$ cat src/rtl/pipelined_parallel_adder_if.sv
// Operand/result stream bundle for pipelined_parallel_adder.
// Optional ovf signal present only when PPA_OVF_EN is defined.
interface pipelined_parallel_adder_if #(
  parameter int WIDTH = 16
);
  logic             in_valid;
  logic             in_ready;
  logic [WIDTH-1:0] a;
  logic [WIDTH-1:0] b;
  logic             cin;
  logic             out_valid;
  logic             out_ready;
  logic [WIDTH-1:0] sum;
  logic             cout;
`ifdef PPA_OVF_EN
  logic             ovf;

  // producer/consumer side
  modport master (
    output in_valid, a, b, cin, out_ready,
    input  in_ready, out_valid, sum, cout, ovf
  );
  // adder side
  modport slave (
    input  in_valid, a, b, cin, out_ready,
    output in_ready, out_valid, sum, cout, ovf
  );
`else
  // producer/consumer side
  modport master (
    output in_valid, a, b, cin, out_ready,
    input  in_ready, out_valid, sum, cout
  );
  // adder side
  modport slave (
    input  in_valid, a, b, cin, out_ready,
    output in_ready, out_valid, sum, cout
  );
`endif
endinterface

$ cat src/rtl/pipelined_parallel_adder.sv
// Pipelined chunked adder: WIDTH-bit a + b + cin over STAGES stages, one
// CHUNK = WIDTH/STAGES slice per stage, carry handed stage to stage.
// Valid/ready on both sides, bubbles collapse, no skid buffer.
// Optional macro PPA_OVF_EN adds the signed-overflow output ovf and the
// sign-bit registers that travel with each beat.
// WIDTH must be an exact multiple of STAGES (1 <= STAGES <= WIDTH).

// CHUNK-bit ripple of full adders
module ppa_chunk_add #(
  parameter int N = 4
) (
  input  logic [N-1:0] a,
  input  logic [N-1:0] b,
  input  logic         ci,
  output logic [N-1:0] s,
  output logic         co
);
  logic cy;

  // ripple the carry bit by bit through the slice
  always_comb begin
    s  = '0;
    cy = ci;
    for (int i = 0; i < N; i++) begin
      s[i] = a[i] ^ b[i] ^ cy;
      cy   = (a[i] & b[i]) | (cy & (a[i] ^ b[i]));
    end
    co = cy;
  end
endmodule

module pipelined_parallel_adder #(
  parameter int WIDTH  = 16,
  parameter int STAGES = 4
) (
  input logic clk,
  input logic rst_n,
  pipelined_parallel_adder_if.slave ifc
);
  localparam int CHUNK = WIDTH / STAGES;

  // vld_pipe[0] is the incoming beat, vld_pipe[k+1] is stage k occupancy
  logic [STAGES:0]             vld_pipe;
  // rdy[k]: stage k may load this cycle; rdy[STAGES] is the consumer
  logic [STAGES:0]             rdy;
  // stage k: sum chunks 0..k below, untouched a chunks above
  logic [STAGES-1:0][WIDTH-1:0] acc_q;
  logic [STAGES-1:0]           cy_q;
`ifdef PPA_OVF_EN
  logic [STAGES-1:0]           sa_q;
  logic [STAGES-1:0]           sb_q;
`endif

  assign vld_pipe[0] = ifc.in_valid;
  assign rdy[STAGES] = ifc.out_ready;
  assign ifc.in_ready  = rdy[0];
  assign ifc.out_valid = vld_pipe[STAGES];
  assign ifc.sum       = acc_q[STAGES-1];
  assign ifc.cout      = cy_q[STAGES-1];
`ifdef PPA_OVF_EN
  assign ifc.ovf = (sa_q[STAGES-1] == sb_q[STAGES-1]) &&
                   (acc_q[STAGES-1][WIDTH-1] != sa_q[STAGES-1]);
`endif

  for (genvar k = 0; k < STAGES; k++) begin : stg
    localparam int LO  = k * CHUNK;
    // b bits still pending on entry to this stage (chunk k and above)
    localparam int BIN = WIDTH - LO;

    logic [WIDTH-1:0] acc_in;
    logic [WIDTH-1:0] acc_nxt;
    logic [WIDTH-1:0] acc_r;
    logic [BIN-1:0]   b_in;
    logic [CHUNK-1:0] s_chunk;
    logic             c_in;
    logic             c_out;
    logic             cy_r;
    logic             v_r;
    logic             ld;
`ifdef PPA_OVF_EN
    logic             sa_in;
    logic             sb_in;
    logic             sa_r;
    logic             sb_r;
`endif

    if (k == 0) begin : g_src
      assign acc_in = ifc.a;
      assign b_in   = ifc.b;
      assign c_in   = ifc.cin;
`ifdef PPA_OVF_EN
      assign sa_in  = ifc.a[WIDTH-1];
      assign sb_in  = ifc.b[WIDTH-1];
`endif
    end else begin : g_src
      assign acc_in = acc_q[k-1];
      assign b_in   = stg[k-1].g_bq.b_q;
      assign c_in   = cy_q[k-1];
`ifdef PPA_OVF_EN
      assign sa_in  = sa_q[k-1];
      assign sb_in  = sb_q[k-1];
`endif
    end

    assign rdy[k]        = !v_r || rdy[k+1];
    assign vld_pipe[k+1] = v_r;
    // load only real beats; an empty upstream just clears v_r (bubble)
    assign ld            = rdy[k] && vld_pipe[k];
    assign acc_q[k]      = acc_r;
    assign cy_q[k]       = cy_r;
`ifdef PPA_OVF_EN
    assign sa_q[k]       = sa_r;
    assign sb_q[k]       = sb_r;
`endif

    ppa_chunk_add #(.N(CHUNK)) u_add (
      .a  (acc_in[LO +: CHUNK]),
      .b  (b_in[CHUNK-1:0]),
      .ci (c_in),
      .s  (s_chunk),
      .co (c_out)
    );

    // splice the freshly resolved chunk into the accumulator
    always_comb begin
      acc_nxt              = acc_in;
      acc_nxt[LO +: CHUNK] = s_chunk;
    end

    // stage occupancy: follows upstream whenever this stage may move
    always_ff @(posedge clk or negedge rst_n) begin
      if (!rst_n)      v_r <= 1'b0;
      else if (rdy[k]) v_r <= vld_pipe[k];
    end

    // stage data: partial sum, outgoing carry (and sign bits)
    always_ff @(posedge clk or negedge rst_n) begin
      if (!rst_n) begin
        acc_r <= '0;
        cy_r  <= 1'b0;
`ifdef PPA_OVF_EN
        sa_r  <= 1'b0;
        sb_r  <= 1'b0;
`endif
      end else if (ld) begin
        acc_r <= acc_nxt;
        cy_r  <= c_out;
`ifdef PPA_OVF_EN
        sa_r  <= sa_in;
        sb_r  <= sb_in;
`endif
      end
    end

    // pending b chunks shrink by one chunk per stage; none after the last
    if (k < STAGES - 1) begin : g_bq
      logic [BIN-CHUNK-1:0] b_q;

      // carry the unconsumed b chunks forward with the beat
      always_ff @(posedge clk or negedge rst_n) begin
        if (!rst_n)  b_q <= '0;
        else if (ld) b_q <= b_in[BIN-1:CHUNK];
      end
    end
  end
endmodule

$ cat src/flat_wrapper.sv
// flat-port wrapper written by rule: the top's interface ports become plain ports
module pipelined_parallel_adder_flat 
#(
  parameter int WIDTH  = 16,
  parameter int STAGES = 4
)
  (clk, rst_n, ifc_in_valid, ifc_a, ifc_b, ifc_cin, ifc_out_ready, ifc_in_ready, ifc_out_valid, ifc_sum, ifc_cout);
  pipelined_parallel_adder_if #(.WIDTH(WIDTH)) ifc_i ();
  input logic clk;
  input logic rst_n;
  input wire logic [$bits(ifc_i.in_valid)-1:0] ifc_in_valid;
  input wire logic [$bits(ifc_i.a)-1:0] ifc_a;
  input wire logic [$bits(ifc_i.b)-1:0] ifc_b;
  input wire logic [$bits(ifc_i.cin)-1:0] ifc_cin;
  input wire logic [$bits(ifc_i.out_ready)-1:0] ifc_out_ready;
  output wire logic [$bits(ifc_i.in_ready)-1:0] ifc_in_ready;
  output wire logic [$bits(ifc_i.out_valid)-1:0] ifc_out_valid;
  output wire logic [$bits(ifc_i.sum)-1:0] ifc_sum;
  output wire logic [$bits(ifc_i.cout)-1:0] ifc_cout;
  assign ifc_i.in_valid = ifc_in_valid;
  assign ifc_i.a = ifc_a;
  assign ifc_i.b = ifc_b;
  assign ifc_i.cin = ifc_cin;
  assign ifc_i.out_ready = ifc_out_ready;
  assign ifc_in_ready = ifc_i.in_ready;
  assign ifc_out_valid = ifc_i.out_valid;
  assign ifc_sum = ifc_i.sum;
  assign ifc_cout = ifc_i.cout;
  pipelined_parallel_adder #(.WIDTH(WIDTH), .STAGES(STAGES)) u_core (.clk(clk), .rst_n(rst_n), .ifc(ifc_i));
endmodule
$ cat config.mk
export PLATFORM = sky130hd
export DESIGN_NAME = pipelined_parallel_adder_flat
export DESIGN_NICKNAME = d
export VERILOG_FILES = /design/src/rtl/pipelined_parallel_adder_if.sv /design/src/rtl/pipelined_parallel_adder.sv /design/src/flat_wrapper.sv
export SDC_FILE = /design/constraint.sdc
export NUM_CORES = 1
export LEC_CHECK = 0
export ABC_AREA = 1
export CAP_MARGIN = 0
export CORE_ASPECT_RATIO = 0.75
export CORE_MARGIN = 5
export CORE_UTILIZATION = 40
export CTS_CLUSTER_DIAMETER = 150
export DETAILED_ROUTE_END_ITERATION = 6
export SKIP_CTS_REPAIR_TIMING = 1
export SYNTH_ARGS = -nofsm -noshare
export SYNTH_HDL_FRONTEND = slang
export SYNTH_HIERARCHICAL = 1
export SYNTH_SLANG_ARGS = --single-unit
$ cat constraint.sdc
create_clock -name clk -period 2.38 [get_ports clk]
set_input_delay 0.595 -clock clk [delete_from_list [all_inputs] [get_ports clk]]
set_output_delay 0.595 -clock clk [all_outputs]
set_load 0.01 [all_outputs]
==> flow_summary_export.csv, run 1 <==
group,metric,value,unit
drt,drt_iter0_markers,193,
floorplan,num_rows,32,
drt,antenna_left,0,
placement,place_hpwl,5.72,mm
layout,diodes,0,
grt,grt_usage,0.136,
timing,timing.final.crit_share,0.941,
drt,firstDrtPassIters,5,
timing,relSlewSlack,0.600,
grt,overflow,0,
timing,finalSetupViolations,0,
clock_tree,cts_tree,"built",
synthesis,synth_seq_area_share,0.562,
synthesis,ys_warn_count,6,
layout,nNetsFinal,574,
synthesis,yosysUniqueCellTypes,16,
floorplan,die_w,129,um
drt,num_vias,2996,
grt,grt_antenna_before_repair,0,
grt,grt_first_pass_wirelength,14.2,mm
floorplan,dieArea,0.0129,sq mm
clock_tree,cts.sinks,96,
clock_tree,ctsLongestPathBuffers,2,
synthesis,syn-cell-area,0.00428,sq mm
layout,post-route-util,0.510,
min_path,min_path_type,"input port to asynchronous set/reset pin",
critical_path,ff2ff_setup_slack,140,ps
clock_tree,htreeDepth,3,
critical_path,crit_arrival,2510,ps
critical_path,cp_max_fo,2,
pwr,ir_drop,0.414,mV
timing,period_minus_slack,2240,ps
grt,grt_pass1_vias,3123,
drt,wl,7.97,mm
placement,place_area,0.00496,sq mm
flow_run,drv_cap,0,
critical_path,cp-start-kind,"flip-flop",
drt,via_per_inst,4.53,
drt,drcViolationCount,0,
timing,finalMaxSlewViolations,0,
pwr,power.density,1090,mW/mm^2
critical_path,reg2reg_depth,10,
clock_tree,path_clk_slew,60,ps
layout,area_growth,23.6,%
placement,io_buffers,55,
timing,rsz0062_at_grt,"no",
synthesis,synthCells,469,
pwr,finalPower,0.00577,W
grt,grt_max_degree,48,
critical_path,worstSetupPathType,"flip-flop to flip-flop",
critical_path,rr_endpoint,"u_core/stg[1].acc_r[7]$_DFFE_PN0P_",
clock_tree,root_buffer,"clkbuf_16",
layout,layout-drive-gt1-share,0.0760,
critical_path,worstPathRequired,2650,ps
timing,tightest_slew,600,ps
synthesis,synth-seq-cells,96,
layout,fillCellCount,1003,
clock_tree,cts_buffers,9,
floorplan,io_pins,56,
synthesis,syn_area_per_cell,9.12,sq um
timing,timing.setup.tns,0,ps
status,outcome,"complete, no violations",
floorplan,start_util,0.412,
floorplan,core-area,0.0104,sq mm
synthesis,synth_nets,522,
timing,clock.fmax,447,MHz
timing,finalClockSkew,4.10,ps
pwr,leakage,2.78,nW
layout,finalInstanceArea,0.00529,sq mm
timing,hold_viol_final,0,
drt,wire_per_inst,12.0,um
floorplan,die_h,99.5,um
placement,routabilityCongestion,0.723,
timing,hold_slack,274,ps
clock_tree,insertion_delay,330,ps
critical_path,r2r_start,"u_core/stg[0].acc_r[4]$_DFFE_PN0P_",
critical_path,end_kind,"flip-flop",
-- cell families after synthesis --
group         Yosys count  synth area share
fa+ha+maj              16            0.0749
buf+inv                69            0.0731
flops                  96             0.562
simple gates          288             0.290
-- critical path, stage by stage, from the launching register on --
cell and delay, ps:
dfrtp_1 400, fa_1 410, inv_1 70, fa_1 160, inv_1 60, fa_1 360, inv_1 70, fa_1 420
inv_1 80, nand3_1 80, nand2_1 80
-- final cells by class --
cell class              count  area, sq um  share of cell area
clock buffers              12          256              0.0485
clock inverters             4         52.6             0.00994
inverters                  42          158              0.0298
multi-input cells         304         1570               0.296
flip-flops and latches     96         2400               0.454
well taps                 136          170              0.0322
repair buffers             68          681               0.129
-- metal layers --
layer	vias to the layer above	track usage	wire length (um)	share of wire
met4	0	0.0242	34	0.0043
li1	1559	-	-	-
met2	70	0.204	3320	0.42
met3	4	0.0429	433	0.054
met1	1363	0.196	4170	0.52
met5	-	0	0	0
-- synthesized netlist by cell type --
master	number	area (sq um)
buf_6	2	22.5
clkbuf_1	2	7.51
inv_1	41	154
nand2_4	1	11.3
nand2_2	3	18.8
inv_2	1	3.75
nand2_1	189	709
nor2_4	1	11.3
dfrtp_1	96	2400
buf_4	7	52.6
fa_1	16	320
buf_2	10	50.1
nand3_1	92	460
buf_1	6	22.5
nand3_4	1	17.5
nand4_2	1	12.5
-- report_power, final --
part	switching (W)	internal (W)	leakage [nW]	total, W
sequential	0.000308	0.00217	1.19	0.00248
clock	0.000577	0.000871	0.141	0.00145
combinational	0.00104	0.000800	1.45	0.00184
total	0.00192	0.00384	2.78	0.00577
-- registers in the layout (all words and copies together), names as in the netlist --
register              cells
u_core/ifc.cout           1
u_core/ifc.out_valid      1
u_core/ifc.sum           16
u_core/stg.acc_r         48
u_core/stg.cy_r           3
u_core/stg.g_bq.b_q      24
u_core/stg.v_r            3
-- cell usage in the layout (no fill, tap or decap), drive strengths merged --
cell type      Yosys  routed
nand2            193     193
dfrtp             96      96
nand3             93      93
clkdlybuf4s50      0      50
inv               42      42
fa                16      16
buf               25      14
clkbuf             2      12
dlymetal6s2s       0       4
clkinvlp           0       3
bufinv             0       1
nor2               1       1
nand4              1       1
-- stage by stage --
| step | std cells | setup WS, ps |
|---|---|---|
| 2_1_floorplan | 469 | 85.2 |
| 3_5_place_dp | 646 | -449 |
| 4_1_cts | 662 | -115 |
| 3_3_place_gp | 646 | -432 |
| 5_1_grt | 662 | 9.07 |
| 6_report | 662 | 141 |
-- worst max path at each step --
stage	startpoint	end	cells after the start
final	u_core/stg[0].acc_r[4]$_DFFE_PN0P_	u_core/stg[1].acc_r[7]$_DFFE_PN0P_	10
after global routing	u_core/stg[2].acc_r[12]$_DFFE_PN0P_	u_core/ifc.sum[15]$_DFFE_PN0P_	10
after CTS	ifc_a[0]	u_core/stg[0].acc_r[3]$_DFFE_PN0P_	11
after detailed placement	ifc_a[0]	u_core/stg[0].acc_r[3]$_DFFE_PN0P_	11
after global placement	ifc_a[0]	u_core/stg[0].acc_r[3]$_DFFE_PN0P_	11
after floorplan	ifc_a[0]	u_core/stg[0].acc_r[3]$_DFFE_PN0P_	10
Note: power is estimated with default switching activity, not from simulation.
==> run 2, diff against run 1 <==
- HOLD_SLACK_MARGIN: default -> 0.1
==> results of run 2 <==
Final layout, timing and power as in run 1 (identical DEF).
